`src/rtl/pcie_tlp_pkg.sv`:
```
// Shared TLP stream definitions for the 64-bit PCIe TX path.
package pcie_tlp_pkg;
  localparam int PCIE_TDATA64    = 64;
  localparam int PCIE_TKEEP64    = 8;
  localparam int PCIE_TUSER64_TX = 4;
  localparam int PCIE_TLAST64    = 1;

  typedef enum logic [1:0] {
    IDLE = 2'd0,
    GNT0 = 2'd1,
    GNT1 = 2'd2
  } arb_state_e;

  typedef struct packed {
    logic [PCIE_TDATA64-1:0]    tdata;
    logic [PCIE_TKEEP64-1:0]    tkeep;
    logic [PCIE_TLAST64-1:0]    tlast;
    logic [PCIE_TUSER64_TX-1:0] tuser;
  } tlp_beat_t;
endpackage

```
`src/rtl/pcie_axis_skid64.sv`:
```
// Two-entry skid buffer for a 64-bit AXI-S TX stage; registered output, 1-cycle latency.
module pcie_axis_skid64
  import pcie_tlp_pkg::*;
(
  input  logic      clk,
  input  logic      rstn,
  input  tlp_beat_t in_beat,
  input  logic      in_valid,
  output logic      in_ready,
  output tlp_beat_t out_beat,
  output logic      out_valid,
  input  logic      out_ready
);
  tlp_beat_t skid;
  logic      skid_valid;

  // Ready depends only on registered state, so upstream sees no comb path from out_ready.
  assign in_ready = !skid_valid;

  always_ff @(posedge clk) begin
    if (!rstn) begin
      out_valid  <= 1'b0;
      skid_valid <= 1'b0;
      out_beat   <= '0;
      skid       <= '0;
    end else if (out_ready || !out_valid) begin
      if (skid_valid) begin
        out_beat   <= skid;
        out_valid  <= 1'b1;
        skid_valid <= 1'b0;
      end else begin
        out_valid <= in_valid;
        if (in_valid) out_beat <= in_beat;
      end
    end else if (in_valid && !skid_valid) begin
      skid       <= in_beat;
      skid_valid <= 1'b1;
    end
  end
endmodule

```
`src/rtl/pcie_tlp_tx_arb.sv`:
```
// Packet-level arbiter merging memory-request and completion TLP streams onto one TX port.
module pcie_tlp_tx_arb
  import pcie_tlp_pkg::*;
#(
  parameter int CPL_PRIO  = 1,
  parameter int MAX_BEATS = 258
) (
  input  logic                       pcie_clk,
  input  logic                       pcie_rstn,
  input  logic [PCIE_TDATA64-1:0]    rq0_tdata,
  input  logic [PCIE_TKEEP64-1:0]    rq0_tkeep,
  input  logic                       rq0_tlast,
  input  logic [PCIE_TUSER64_TX-1:0] rq0_tuser,
  input  logic                       rq0_tvalid,
  output logic                       rq0_tready,
  input  logic [PCIE_TDATA64-1:0]    rq1_tdata,
  input  logic [PCIE_TKEEP64-1:0]    rq1_tkeep,
  input  logic                       rq1_tlast,
  input  logic [PCIE_TUSER64_TX-1:0] rq1_tuser,
  input  logic                       rq1_tvalid,
  output logic                       rq1_tready,
  output logic [PCIE_TDATA64-1:0]    tx_tdata,
  output logic [PCIE_TKEEP64-1:0]    tx_tkeep,
  output logic                       tx_tlast,
  output logic [PCIE_TUSER64_TX-1:0] tx_tuser,
  output logic                       tx_tvalid,
  input  logic                       tx_tready,
  output logic [1:0]                 grant,
  output logic [31:0]                pkt_cnt0,
  output logic [31:0]                pkt_cnt1,
  output logic                       wdog_err
);
  arb_state_e state;
  logic       last_served;
  logic [8:0] beat_cnt;
  tlp_beat_t  sel, in_beat, out_beat;
  logic       sel_valid, in_ready, acc, wdog_hit, eop;

  always_comb begin
    sel        = (state == GNT1) ? {rq1_tdata, rq1_tkeep, rq1_tlast, rq1_tuser}
                                 : {rq0_tdata, rq0_tkeep, rq0_tlast, rq0_tuser};
    sel_valid  = ((state == GNT0) && rq0_tvalid) || ((state == GNT1) && rq1_tvalid);
    rq0_tready = (state == GNT0) && in_ready;
    rq1_tready = (state == GNT1) && in_ready;
    acc        = sel_valid && in_ready;
    // Runaway packet: cut it at MAX_BEATS by forcing tlast on the limit beat.
    wdog_hit   = acc && !sel.tlast[0] && (beat_cnt == 9'(MAX_BEATS - 1));
    eop        = acc && (sel.tlast[0] || wdog_hit);
    in_beat    = sel;
    in_beat.tlast[0] = sel.tlast[0] || wdog_hit;
  end

  always_ff @(posedge pcie_clk) begin
    if (!pcie_rstn) begin
      state       <= IDLE;
      grant       <= 2'b00;
      last_served <= 1'b1;
      beat_cnt    <= '0;
      pkt_cnt0    <= '0;
      pkt_cnt1    <= '0;
      wdog_err    <= 1'b0;
    end else begin
      case (state)
        IDLE: begin
          beat_cnt <= '0;
          // Completions win outright when prioritised, otherwise round-robin on contention.
          if (rq1_tvalid && (!rq0_tvalid || (CPL_PRIO != 0) || !last_served)) begin
            state       <= GNT1;
            grant       <= 2'b10;
            last_served <= 1'b1;
          end else if (rq0_tvalid) begin
            state       <= GNT0;
            grant       <= 2'b01;
            last_served <= 1'b0;
          end
        end
        default: begin
          if (acc) beat_cnt <= beat_cnt + 9'd1;
          if (wdog_hit) wdog_err <= 1'b1;
          if (eop) begin
            state <= IDLE;
            grant <= 2'b00;
            if (state == GNT0) pkt_cnt0 <= pkt_cnt0 + 32'd1;
            else               pkt_cnt1 <= pkt_cnt1 + 32'd1;
          end
        end
      endcase
    end
  end

  pcie_axis_skid64 u_skid (
    .clk      (pcie_clk),
    .rstn     (pcie_rstn),
    .in_beat  (in_beat),
    .in_valid (sel_valid),
    .in_ready (in_ready),
    .out_beat (out_beat),
    .out_valid(tx_tvalid),
    .out_ready(tx_tready)
  );

  assign {tx_tdata, tx_tkeep, tx_tlast, tx_tuser} = out_beat;
endmodule

```
`config.mk`:
```
export PLATFORM = sky130hd
export DESIGN_NAME = pcie_tlp_tx_arb
export DESIGN_NICKNAME = d
export VERILOG_FILES = /design/src/rtl/pcie_tlp_pkg.sv /design/src/rtl/pcie_axis_skid64.sv /design/src/rtl/pcie_tlp_tx_arb.sv
export SDC_FILE = /design/constraint.sdc
export NUM_CORES = 1
export LEC_CHECK = 0
export BUFFER_PORTS_ARGS = -buffer_cell sky130_fd_sc_hd__buf_2
export CORE_MARGIN = 5
export CORE_UTILIZATION = 45
export DETAILED_ROUTE_END_ITERATION = 10
export PLACE_DENSITY = 0.74
export SLEW_MARGIN = 20
export SYNTH_ARGS = -nofsm -noshare
export SYNTH_HDL_FRONTEND = slang
export SYNTH_SLANG_ARGS = --single-unit
```
`constraint.sdc`:
```
create_clock -name pcie_clk -period 1.9 [get_ports pcie_clk]
set_clock_uncertainty 0.05 [all_clocks]
set_input_delay 0.19 -clock pcie_clk [delete_from_list [all_inputs] [get_ports pcie_clk]]
set_output_delay 0.19 -clock pcie_clk [all_outputs]
set_load 0.05 [all_outputs]
```
==> reports/metrics.csv <==
metric,value,unit
status,finished with violations,
failing checks,setup timing,
Post-Place Worst Slack,-0.317,ns
Fin. Hold Viols,0,
Synth cell types,52,
top-count cell post-synth,dfxtp_1,
Leak,7.48,nW
Core Rows,56,
global-route wire length before repair,51.2,mm
Pre-antenna DRT Iters,5,
vias in the first global route,10300,
Psw,0.00359,W
CP Capture Type,register,
Sw Share,0.283,
Clock Tree Root,clkbuf_16,
pin count of the biggest net entering global routing,111,
maximum root-to-sink buffer count,3,
worst r2r src,beat_cnt[1]$_SDFFE_PP0P_,
combinational power share,0.189,
number of max-cap violations,0,
via count,11300,
yosys warns,0,
post-synthesis sequential area ratio,0.438,
Reg2Reg Setup Slack,-0.15,ns
final setup TNS,-4.53,ns
Tmin final,2.05,ns
share of cells above drive strength 1,0.479,
R2R cell count,8,
Die W,164,µm
maximum vdd drop,0.529,mV
GRT Total Usage,0.229,
synthesized area per cell,8.69,µm²
Via density,5.62,
Worst Hold End,u_skid.skid[16]$_SDFFE_PN0P_,
H-tree depth,1,
overall power,0.0127,W
Port Buffer Count,305,
Flop pwr share,0.401,
core area,23300,µm²
Fillers,1529,
post-synthesis cell area,10600,µm²
Initial Utilization,0.455,
CTS Sinks,232,
CP Launch Type,register,
Synth Flop Type,dfxtp_1,
grt ovf,0,
DR WL/cell,19.1,µm
Area after DPL,13700,µm²
Clk network pwr share,0.410,
design area,17100,µm²
Worst Path Required,2.30,ns
Cell Pwr Density,742,nW/µm²
Area Growth Syn to Fin,60.9,%
placer congestion estimate,0.861,
Yosys top cell area share,0.438,
DR iter-0 viols,783,
fin nets,1836,
Hold Crit Depth,3,
WL final,38.4,mm
"non-filler cells, final",2013,
CTS tree,done,
Skew-Pair Late Insertion Delay,0.53,ns
Post-synth EDFFs,0,
dominant cells by area after synthesis,"dfxtp_1, mux2i_1, nor2_1, a211oi_1, o21ai_0",
Critical R2R Capture,pkt_cnt0[27]$_SDFFE_PN0P_,
DP HPWL,21.5,mm
RSZ-0062 raised after global routing,yes,
die area,26700,µm²
arrival time worst endpoint,2.45,ns
I/O pins,306,
residual DRC count,0,
syn nets,1384,
Max transition margin,0.498,
Synth area leader,dfxtp_1,
WS Path Type,register to register,
Worst Path Max Fanout,6,
antenna violations before repair,1,
DRT antenna net count,0,
Die H,164,µm
max-slew violation count,0,
max frequency,487,MHz
asr flop ratio synth,0,
Min-Delay Startpoint,rq0_tdata[3],
Hold WC Path Type,input pin to register,
Least-Margin Pin Slew,0.752,ns
"FF+latch count, synth",232,
setup ws final,-0.153,ns
Clock Pin Slew Worst Setup and Hold Paths,0.06,ns
Tcrit/Tclk final,1.08,
Final setup viols,93,
Synth Instances,1221,
total CTS buffers,26,
P_int,0.00908,W
dpl cells,1880,
"top cells by count, synth","dfxtp_1, nor2_1, mux2i_1, nand2_1, o21ai_0",
power groups by stage:
stage	registers, W	clock network, W	logic [W]
6_report	0.00508	0.00520	0.00240
4_1_cts	0.00506	0.00525	0.00201
5_1_grt	0.00509	0.00549	0.00252
3_3_place_gp	0.00516	0	0.00187
3_5_place_dp	0.00517	0	0.00190
2_1_floorplan	0.00558	0	0.000827
timing repair:
item	CTS	global route
endpoints found under the setup margin	114	214
resized for setup	49	257
hold endpoints to repair	15	1
hold buffers	20	1
buffers inserted	7	34
pin swaps	30	108
gates cloned	8	17
cell type report:
| type | instances | area [µm²] | share of cell area |
|---|---|---|---|
| Multi-Input combinational cell | 886 | 6930 | 0.406 |
| Sequential cell | 232 | 4770 | 0.279 |
| Timing Repair Buffer | 514 | 4040 | 0.237 |
| Clock buffer | 37 | 743 | 0.0435 |
| Tap cell | 319 | 399 | 0.0234 |
| Clock inverter | 10 | 136 | 0.00799 |
| Inverter | 13 | 53.8 | 0.00315 |
| Antenna cell | 2 | 5.00 | 0.000293 |
metrics by stage:
step | utilization | hold WS, ns
2_1_floorplan | - | 0.329
3_3_place_gp | 0.587 | 0.387
3_5_place_dp | 0.587 | 0.391
4_1_cts | 0.658 | 0.000803
5_1_grt | 0.731 | 0.00894
6_report | 0.732 | 0.0128
critical path, cell delays in order, from the launching register on:
cell and delay, ns:
dfxtp_2 0.32, inv_2 0.06, ha_4 0.12, nor4b_4 0.25, nand2_2 0.14, buf_6 0.16, a2111o_1 0.41, or3_1 0.33
a21oi_1 0.14
sequential cells by signal, summed over array words and instances, names as in the netlist, 2 cells and up:
signal and count:
pkt_cnt0 32, u_skid.skid 77, pkt_cnt1 32, u_skid.out_beat 77
beat_cnt 9, state 2
routing by layer:
metal	GRT usage	routed length, µm	vias to the layer above
met5	0	0	-
li1	-	-	5260
met1	0.283	14700	5417
met4	0.0717	1590	0
met2	0.407	19500	522
met3	0.0389	2580	113
worst max-delay path by stage:
| stage | to | startpoint | slack [ns] | cells past startpoint |
|---|---|---|---|---|
| after global routing | pkt_cnt0[26]$_SDFFE_PN0P_ | beat_cnt[0]$_SDFFE_PP0P_ | -0.25 | 7 |
| after CTS | pkt_cnt1[17]$_SDFFE_PN0P_ | beat_cnt[1]$_SDFFE_PP0P_ | -0.15 | 8 |
| after global placement | pkt_cnt0[28]$_SDFFE_PN0P_ | beat_cnt[1]$_SDFFE_PP0P_ | -0.20 | 8 |
| after detailed placement | pkt_cnt0[26]$_SDFFE_PN0P_ | beat_cnt[1]$_SDFFE_PP0P_ | -0.32 | 8 |
| after floorplan | pkt_cnt1[29]$_SDFFE_PN0P_ | state[1]$_SDFFE_PN0P_ | -0.19 | 7 |
| final | pkt_cnt0[27]$_SDFFE_PN0P_ | beat_cnt[1]$_SDFFE_PP0P_ | -0.15 | 8 |
placed cells by master (no fill, tap or decap), types with 7 or more instances in the layout:
cell / netlist / routed
a2111oi_4: 0 / 16
a211oi_1: 84 / 7
a211oi_2: 0 / 75
a21oi_1: 30 / 20
a21oi_2: 0 / 8
and3_1: 7 / 7
and4_1: 10 / 10
buf_12: 0 / 21
buf_16: 0 / 10
buf_2: 16 / 304
buf_4: 0 / 118
buf_6: 0 / 14
buf_8: 0 / 9
clkbuf_1: 62 / 7
clkbuf_16: 0 / 43
dfxtp_1: 232 / 181
dfxtp_2: 0 / 28
dfxtp_4: 0 / 23
dlygate4sd3_1: 0 / 21
inv_1: 12 / 11
mux2i_1: 162 / 137
mux2i_2: 1 / 19
mux2i_4: 0 / 7
nand2_1: 117 / 115
nand2b_1: 10 / 9
nand3_1: 29 / 28
nand4_1: 17 / 17
nor2_1: 202 / 132
nor2_2: 0 / 43
nor2_4: 0 / 27
o21ai_0: 91 / 79
o21ai_1: 2 / 12
or3_1: 13 / 12
or4_1: 10 / 9
xnor2_1: 29 / 28
xor2_1: 7 / 7
logic make-up after synthesis:
group,count (synthesis),synth area share
AND/OR/NAND/NOR,433,0.182
AO/OA/AOI/OAI,249,0.151
flip-flops,232,0.438
multiplexers,164,0.155
buffers and inverters,103,0.0386
XOR/XNOR,36,0.0297
adder cells (fa/ha/maj),4,0.00472
(Power assumes the default switching activity.)
